### src/rtl/uart_tx_arb.sv
// -----------------------------------------------------------------------------
// uart_tx_arb
// Round-robin arbiter sharing one uart_tx between N_REQ byte-stream producers.
// A requester owns the line from the first byte of a packet until its last
// byte has left the transmitter, so packets never interleave. A stalled
// owner is force-released after PKT_TIMEOUT idle cycles inside a packet.
//
// Ports
//   i_sys_clk    system clock
//   i_rst_n      asynchronous active-low reset
//   i_req_valid  per-requester byte valid             [N_REQ]
//   i_req_data   per-requester byte, req k = [k*8+:8] [N_REQ*8]
//   i_req_last   per-requester last-of-packet flag    [N_REQ]
//   o_req_ready  per-requester ready (combinational)  [N_REQ]
//   o_grant      one-hot current owner, 0 when idle   [N_REQ]
//   o_timeout    1-cycle pulse on forced release
//   o_send_en    1-cycle start pulse to uart_tx
//   o_send_data  byte to uart_tx, held until the next byte
//   i_send_busy  uart_tx busy
// -----------------------------------------------------------------------------
module uart_tx_arb #(
    parameter int N_REQ       = 4,
    parameter int BUSY_WAIT   = 4,
    parameter int PKT_TIMEOUT = 1024
) (
    input  logic               i_sys_clk,
    input  logic               i_rst_n,
    input  logic [N_REQ-1:0]   i_req_valid,
    input  logic [N_REQ*8-1:0] i_req_data,
    input  logic [N_REQ-1:0]   i_req_last,
    output logic [N_REQ-1:0]   o_req_ready,
    output logic [N_REQ-1:0]   o_grant,
    output logic               o_timeout,
    output logic               o_send_en,
    output logic [7:0]         o_send_data,
    input  logic               i_send_busy
);

    localparam int IDXW = $clog2(N_REQ);
    localparam int ICW  = $clog2(PKT_TIMEOUT);

    localparam logic [IDXW-1:0] PTR_RST  = IDXW'(N_REQ - 1);
    localparam logic [3:0]      WAIT_MAX = 4'(BUSY_WAIT - 1);
    localparam logic [ICW-1:0]  IDLE_MAX = ICW'(PKT_TIMEOUT - 1);

    typedef enum logic [1:0] {
        ST_IDLE    = 2'd0,
        ST_LOAD    = 2'd1,
        ST_WAIT_HI = 2'd2,
        ST_WAIT_LO = 2'd3
    } state_e;

    state_e            state_q,     state_d;
    logic [N_REQ-1:0]  grant_q,     grant_d;
    logic [IDXW-1:0]   gidx_q,      gidx_d;
    logic [IDXW-1:0]   rr_ptr_q,    rr_ptr_d;
    logic              last_q,      last_d;
    logic              send_en_q,   send_en_d;
    logic [7:0]        send_data_q, send_data_d;
    logic              timeout_q,   timeout_d;
    logic [3:0]        wait_cnt_q,  wait_cnt_d;
    logic [ICW-1:0]    idle_cnt_q,  idle_cnt_d;

    logic [IDXW-1:0]   pick_s;
    logic              valid_g_s;
    logic              last_g_s;
    logic [7:0]        data_g_s;

    // First requesting index strictly after ptr, wrapping; the previous
    // owner (ptr) is therefore considered last.
    function automatic logic [IDXW-1:0] rr_pick(input logic [N_REQ-1:0] req,
                                                input logic [IDXW-1:0]  ptr);
        logic [IDXW-1:0] idx;
        logic            found;
        rr_pick = ptr;
        found   = 1'b0;
        for (int i = 1; i <= N_REQ; i++) begin
            idx = IDXW'((int'(ptr) + i) % N_REQ);
            if (!found && req[idx]) begin
                rr_pick = idx;
                found   = 1'b1;
            end else begin
                found   = found;
            end
        end
    endfunction

    // Owner-side views of the request bus and the round-robin winner.
    always_comb begin
        pick_s    = rr_pick(i_req_valid, rr_ptr_q);
        valid_g_s = |(i_req_valid & grant_q);
        last_g_s  = |(i_req_last & grant_q);
        data_g_s  = i_req_data[{gidx_q, 3'b000} +: 8];
    end

    // Ready is only offered to the owner while the transmitter is free.
    always_comb begin
        if ((state_q == ST_LOAD) && !i_send_busy) begin
            o_req_ready = grant_q;
        end else begin
            o_req_ready = '0;
        end
    end

    // Next-state logic for the arbitration / byte hand-off FSM.
    always_comb begin
        state_d     = state_q;
        grant_d     = grant_q;
        gidx_d      = gidx_q;
        rr_ptr_d    = rr_ptr_q;
        last_d      = last_q;
        send_en_d   = 1'b0;
        send_data_d = send_data_q;
        timeout_d   = 1'b0;
        wait_cnt_d  = wait_cnt_q;
        idle_cnt_d  = idle_cnt_q;

        case (state_q)
            ST_IDLE: begin
                if (|i_req_valid) begin
                    gidx_d     = pick_s;
                    grant_d    = {{(N_REQ-1){1'b0}}, 1'b1} << pick_s;
                    idle_cnt_d = '0;
                    state_d    = ST_LOAD;
                end else begin
                    state_d    = ST_IDLE;
                end
            end

            ST_LOAD: begin
                if (valid_g_s && !i_send_busy) begin
                    send_data_d = data_g_s;
                    send_en_d   = 1'b1;
                    last_d      = last_g_s;
                    idle_cnt_d  = '0;
                    wait_cnt_d  = 4'd0;
                    state_d     = ST_WAIT_HI;
                end else if (!valid_g_s) begin
                    // Idle gap inside a packet; counter stops at its limit.
                    if (idle_cnt_q == IDLE_MAX) begin
                        timeout_d = 1'b1;
                        grant_d   = '0;
                        rr_ptr_d  = gidx_q;
                        state_d   = ST_IDLE;
                    end else begin
                        idle_cnt_d = idle_cnt_q + {{(ICW-1){1'b0}}, 1'b1};
                    end
                end else begin
                    // Byte offered but transmitter still busy: just hold.
                    state_d = ST_LOAD;
                end
            end

            ST_WAIT_HI: begin
                if (i_send_busy) begin
                    state_d = ST_WAIT_LO;
                end else if (wait_cnt_q >= WAIT_MAX) begin
                    // uart_tx never acknowledged: treat the byte as sent so
                    // a missing busy cannot deadlock the arbiter.
                    if (last_q) begin
                        grant_d  = '0;
                        rr_ptr_d = gidx_q;
                        state_d  = ST_IDLE;
                    end else begin
                        state_d  = ST_LOAD;
                    end
                end else begin
                    wait_cnt_d = wait_cnt_q + 4'd1;
                end
            end

            ST_WAIT_LO: begin
                if (!i_send_busy) begin
                    if (last_q) begin
                        grant_d  = '0;
                        rr_ptr_d = gidx_q;
                        state_d  = ST_IDLE;
                    end else begin
                        state_d  = ST_LOAD;
                    end
                end else begin
                    state_d = ST_WAIT_LO;
                end
            end

            default: begin
                grant_d = '0;
                state_d = ST_IDLE;
            end
        endcase
    end

    // State and output registers.
    always_ff @(posedge i_sys_clk or negedge i_rst_n) begin
        if (!i_rst_n) begin
            state_q     <= ST_IDLE;
            grant_q     <= '0;
            gidx_q      <= '0;
            rr_ptr_q    <= PTR_RST;
            last_q      <= 1'b0;
            send_en_q   <= 1'b0;
            send_data_q <= 8'h00;
            timeout_q   <= 1'b0;
            wait_cnt_q  <= 4'd0;
            idle_cnt_q  <= '0;
        end else begin
            state_q     <= state_d;
            grant_q     <= grant_d;
            gidx_q      <= gidx_d;
            rr_ptr_q    <= rr_ptr_d;
            last_q      <= last_d;
            send_en_q   <= send_en_d;
            send_data_q <= send_data_d;
            timeout_q   <= timeout_d;
            wait_cnt_q  <= wait_cnt_d;
            idle_cnt_q  <= idle_cnt_d;
        end
    end

    assign o_grant     = grant_q;
    assign o_timeout   = timeout_q;
    assign o_send_en   = send_en_q;
    assign o_send_data = send_data_q;

endmodule

### config.mk
export PLATFORM = sky130hd
export DESIGN_NAME = uart_tx_arb
export DESIGN_NICKNAME = d
export VERILOG_FILES = /design/src/rtl/uart_tx_arb.sv
export SDC_FILE = /design/constraint.sdc
export NUM_CORES = 1
export LEC_CHECK = 0
export ABC_CLOCK_PERIOD_IN_PS = 2300
export CAP_MARGIN = 5
export CORE_UTILIZATION = 47
export CTS_CLUSTER_DIAMETER = 150
export DETAILED_ROUTE_END_ITERATION = 10
export PLACE_DENSITY = 0.91
export SLEW_MARGIN = 15
export SYNTH_ARGS = -nofsm -noshare
export SYNTH_HDL_FRONTEND = slang
export SYNTH_SLANG_ARGS = --single-unit
### constraint.sdc
create_clock -name i_sys_clk -period 2.3 [get_ports i_sys_clk]
set_clock_uncertainty 0.15 [all_clocks]
set_input_delay 0.575 -clock i_sys_clk [delete_from_list [all_inputs] [get_ports i_sys_clk]]
set_output_delay 0.575 -clock i_sys_clk [all_outputs]
set_load 0.005 [all_outputs]
After elaboration in Yosys (flattened, before gate mapping)
Index checks and enable logic that the tools add are counted.
- $add $sub $neg: 6
- order comparisons: 5
- equal/unequal tests: 17
- shift operators: 2
- mux-type cells: 57
- bitwise logic cells: 2
- reductions and logical operators: 23
- operator list (kind ; count):
    $mux W4 ; 12
    $mux W10 ; 4
    $mux W2 ; 17
    $shiftx A32 B6 Y8 ; 1
    $pmux W10 S2 ; 1
    $pmux W4 S4 ; 1
    $mux W1 ; 15
    $ne A2 B2 Y1 const B ; 7
    $reduce_and A7 Y1 ; 2
    $lt A2 B3 Y1 const B ; 4
    $reduce_or A4 Y1 ; 3
    $add A10 B1 Y10 const B ; 1
    $eq A10 B10 Y1 const B ; 1
    $and A4 B4 Y4 ; 2
    $bmux W1 S2 ; 4
    $pmux W2 S4 ; 1
    $pmux W4 S2 ; 1
    $reduce_and A4 Y1 ; 2
    $ne A3 B3 Y1 const B ; 2
    $pmux W2 S3 ; 1
    $reduce_and A2 Y1 ; 3
    $logic_and A1 B1 Y1 ; 5
    $add A2 B1 Y2 const B ; 2
    $add A2 B2 Y2 const B ; 2
    12 further kinds ; 18
- bits in registers: 35
- input port bits: 43
- output and inout port bits: 18
- logic and storage cells: 122

Longest topological paths before layout
- depth in word-level cells: 16
- mapped depth: 7

Worst setup path before layout
OpenSTA, ideal clock, no wires.
- path type: input -> register
- start point: input i_req_valid[2]
- end point: register idle_cnt_q[2]
- arrival time: 1.936 ns
- data required time: 2.084 ns
- path slack: 0.148 ns
- cell stages on the path: 4
- path buffers: 0
- cell sequence: or4_1 o221ai_2 or4b_1 nand2_1
- cells in the longest elaborated chain, start to end: 5
- elaborated cells on any way between the ends: 10
- ends and longest elaborated chain (element ; line ; RTL):
    from (decl) ; 28 ; input logic [N_REQ-1:0] i_req_valid,
    $and A4 B4 Y4 ; 91 ; valid_g_s = |(i_req_valid & grant_q);
    $reduce_or A4 Y1 ; 91 ;
    $logic_and A1 B1 Y1 ; 131 ; if (valid_g_s && !i_send_busy) begin
    $ne A3 B3 Y1 (no line) (tied with other cells) ; n/a ;
    $reduce_and A4 Y1 (no line) / $pmux W10 S2 (equally long branches) ; n/a ;
    to (signal assigned) ; 216 ; idle_cnt_q <= idle_cnt_d;
    to (decl) ; 62 ; logic [ICW-1:0] idle_cnt_q, idle_cnt_d;
Parallel ways exist; a longest one is shown, timed or not.
A chain may end at the register's enable or synchronous reset.

Worst setup path in the final report
- start point: input i_req_valid[3]
- end point: register idle_cnt_q[9]
Same word-level chain as after synthesis.

==> impl_metrics.toml <==
[global_routing]
grt_usage_pct = 33.2
grt_pass1_vias = 2061
antenna_found_initial = 0
grt_remaining_overflow = 0
grt_max_degree = 36
grt_pass1_wl_um = 10500

[die]
die_area_sq_mm = 0.00445
rows = 23
die_w_um = 66.7
core-area_sq_mm = 0.00400
initial_core_util_pct = 49.2
fp.dieH_um = 66.7
io_pins = 61

[flow_run]
maxCapViolations = 0

[sta]
fin_crit_ns = 2.32
tns_ns = -0.0322
setup_violations = 4
drv_slew = 0
min_period_over_period_pct = 101
max_freq_mhz = 430
slew-limit-headroom_pct = 58.0
layout_setup_ws_ns = -0.0239
hold_ws_ns = 0.350
tightest_slew_ns = 0.630
finalHoldViolations = 0

[cts]
htree_levels = 2
cts.sinks = 35
clockBufferDepth = 2
clk_pin_slew_ns = 0.07
clk_latency_ns = 0.30
clockRootBuffer = "clkbuf_8"
tritoncts = "done"
tritoncts.num_buffers = 5
holdBufCountCts = 0

[drt]
drc_errors = 0
first_pass_iters = 7
dr_total_vias = 2130
postRouteWirelength_um = 7440
postRouteAntennaNets = 0
routedWlPerCell_um = 22.4
dr.first_iter.drc_count = 159
viasPerCell = 6.42

[yosys]
synth-seq-area-share_pct = 44.6
syn_inst = 176
ys_warn_count = 0
ys_ff_latch = 35
avgSynthCellArea_sq_um = 11.2
yosysUniqueCellTypes = 45
syn_nets = 221
synth_top_area_share_pct = 42.0
synth_top_family_by_area = "multiplexers"
synth_top_area_cell = "dfrtp_1"
synth_mux_area_share_pct = 19.8
synthSimpleGateAreaFrac_pct = 17.5
synthAdderAreaFrac_pct = 1.27
async_reset_ff_share_pct = 100
synth_area_sq_mm = 0.00197
synth_enable_flop_cells = 0
synth_area_leaders = "dfrtp_1 42%, mux2_2 9.2%, mux4_2 9.2%"
ys.flop_type = "dfrtp_1"
synth_compound_area_share_pct = 14.3
synth_xor_area_share_pct = 0

[pwr]
ir_drop_mv = 0.672
leakage_uw = 0.00138
power_density_mw_per_mm2 = 1140

[worst_setup_path]
worstRegToRegCells = 6
worstPathRequired_ns = 2.37
crit_start = "i_req_valid[3]"
timing.rr.start = "state_q[0]"
rrSetupSlack_ns = 0.06
critPathMaxFanout = 6
critPathArrivalTime_ns = 2.39
endpoint = "idle_cnt_q[9]"
cp-start-kind = "primary input"
crit_type = "primary input to flop"
endpoint_kind = "flop"
worst_r2r_endpoint = "idle_cnt_q[2]"

[cells_and_area]
nets = 326
syn_to_final_growth_pct = 55.9
drive_gt1_share_pct = 34.0
utilization_pct = 76.7
diodes = 0

[run_status]
status = "finished, violations left"
violations = "setup timing"

[hold_path]
hold_start = "wait_cnt_q[2]"
hold_path_class = "flop to flop"

[place]
globalplace.congestion = 0.903
io_buffers = 60
hpwl_um = 4350
[registers in the layout, summed over array words and instances, names as in the netlist]
name and cells:
gidx_q 2, idle_cnt_q 10, last_q 1, o_grant 4, o_send_data 8, o_send_en 1, o_timeout 1, rr_ptr_q 2
state_q 2, wait_cnt_q 4
[per-stage QoR]
step	total power, uW	cell area, sq um	instances	setup slack [ns]
3_5_place_dp	2700	2860	313	-0.590
4_1_cts	3250	2990	327	0.0151
2_1_floorplan	1890	1970	176	0.148
5_1_grt	3650	3070	332	-0.0816
3_3_place_gp	2600	2860	313	-0.515
6_report	3510	3070	332	-0.0239
[placed cells by master (no fill, tap or decap), drive strengths merged, types with 2 or more instances in the layout]
cell type / synthesis / layout
a2111o: 1 / 2
a21boi: 4 / 4
a21oi: 8 / 8
a22oi: 4 / 4
and2: 5 / 5
and3: 3 / 3
buf: 5 / 43
clkbuf: 1 / 7
clkdlybuf4s15: 0 / 2
clkdlybuf4s50: 0 / 51
dfrtp: 33 / 33
dfstp: 2 / 2
dlygate4sd2: 0 / 7
ha: 2 / 2
inv: 5 / 5
mux2: 16 / 16
mux2i: 3 / 3
mux4: 8 / 8
nand2: 12 / 12
nand2b: 5 / 5
nand3: 4 / 4
nor2: 9 / 9
nor2b: 6 / 6
nor3: 4 / 4
o211ai: 2 / 2
o21ai: 5 / 5
o21bai: 2 / 2
o31ai: 5 / 5
or2: 2 / 2
or3: 5 / 5
or4: 4 / 4
[layer usage]
layer  wire length (um)  vias up  GRT usage (%)
met3                604       58           8.05
met5                  0        -              0
met4                547        0           22.1
met1               2590     1025           39.1
met2               3690      173           53.3
li1                   -      874              -
[kinds of logic after synthesis]
logic type	after synthesis
adders and majority gates	2
muxes	27
and+or+nand+nor	63
DFF	35
AOI/OAI and AO/OA	38
buffers and inverters	11
[report_power, final]
| part | internal [uW] | switching [uW] |
|---|---|---|
| combinational | 1110 | 883 |
| sequential | 828 | 245 |
| clock | 213 | 234 |
| total | 2150 | 1360 |
[how the worst min path moves through the flow]
stage          cells after the start  slack [ns]             end
6_report                           1        0.35   wait_cnt_q[2]
4_1_cts                            1        0.35   wait_cnt_q[2]
3_3_place_gp                       1        0.32   wait_cnt_q[3]
2_1_floorplan                      0        0.13       gidx_q[0]
5_1_grt                            1        0.39  o_send_data[4]
3_5_place_dp                       1        0.34   wait_cnt_q[2]
[Yosys cell counts (3+ instances only)]
library cell and number:
inv_1 5, or4_1 4, dfrtp_1 33, nand2_1 12, o31ai_1 5, nor3_1 4
nor2_1 8, nor2b_1 6, and3_1 3, mux4_2 8, a21oi_1 8, and2_1 5
o21ai_0 5, mux2_2 16, or3_1 5, mux2i_1 3, nand3_1 4, nand2b_1 5
[critical path, stage by stage]
cell and delay, ns:
clkdlybuf4s15_1 0.32, a22oi_2 0.14, and3_4 0.22, a2111o_1 0.47, nor4_1 0.42, mux2i_1 0.25
[final cells by class]
type,instances,area [sq um]
sequential,35,880
clock buffer,7,76.3
tap,50,62.6
multi-input combinational,131,1110
timing repair buffer,103,916
inverter,5,18.8
fill,207,931
clock inverter,1,5.00
[what timing repair did]
item | in CTS | in global routing
pin swaps | 6 | 8
endpoints found under the setup margin | 30 | 13
gates cloned | 1 | 0
resized for setup | 16 | 12
buffers inserted | 5 | 5
(Power assumes the default switching activity.)
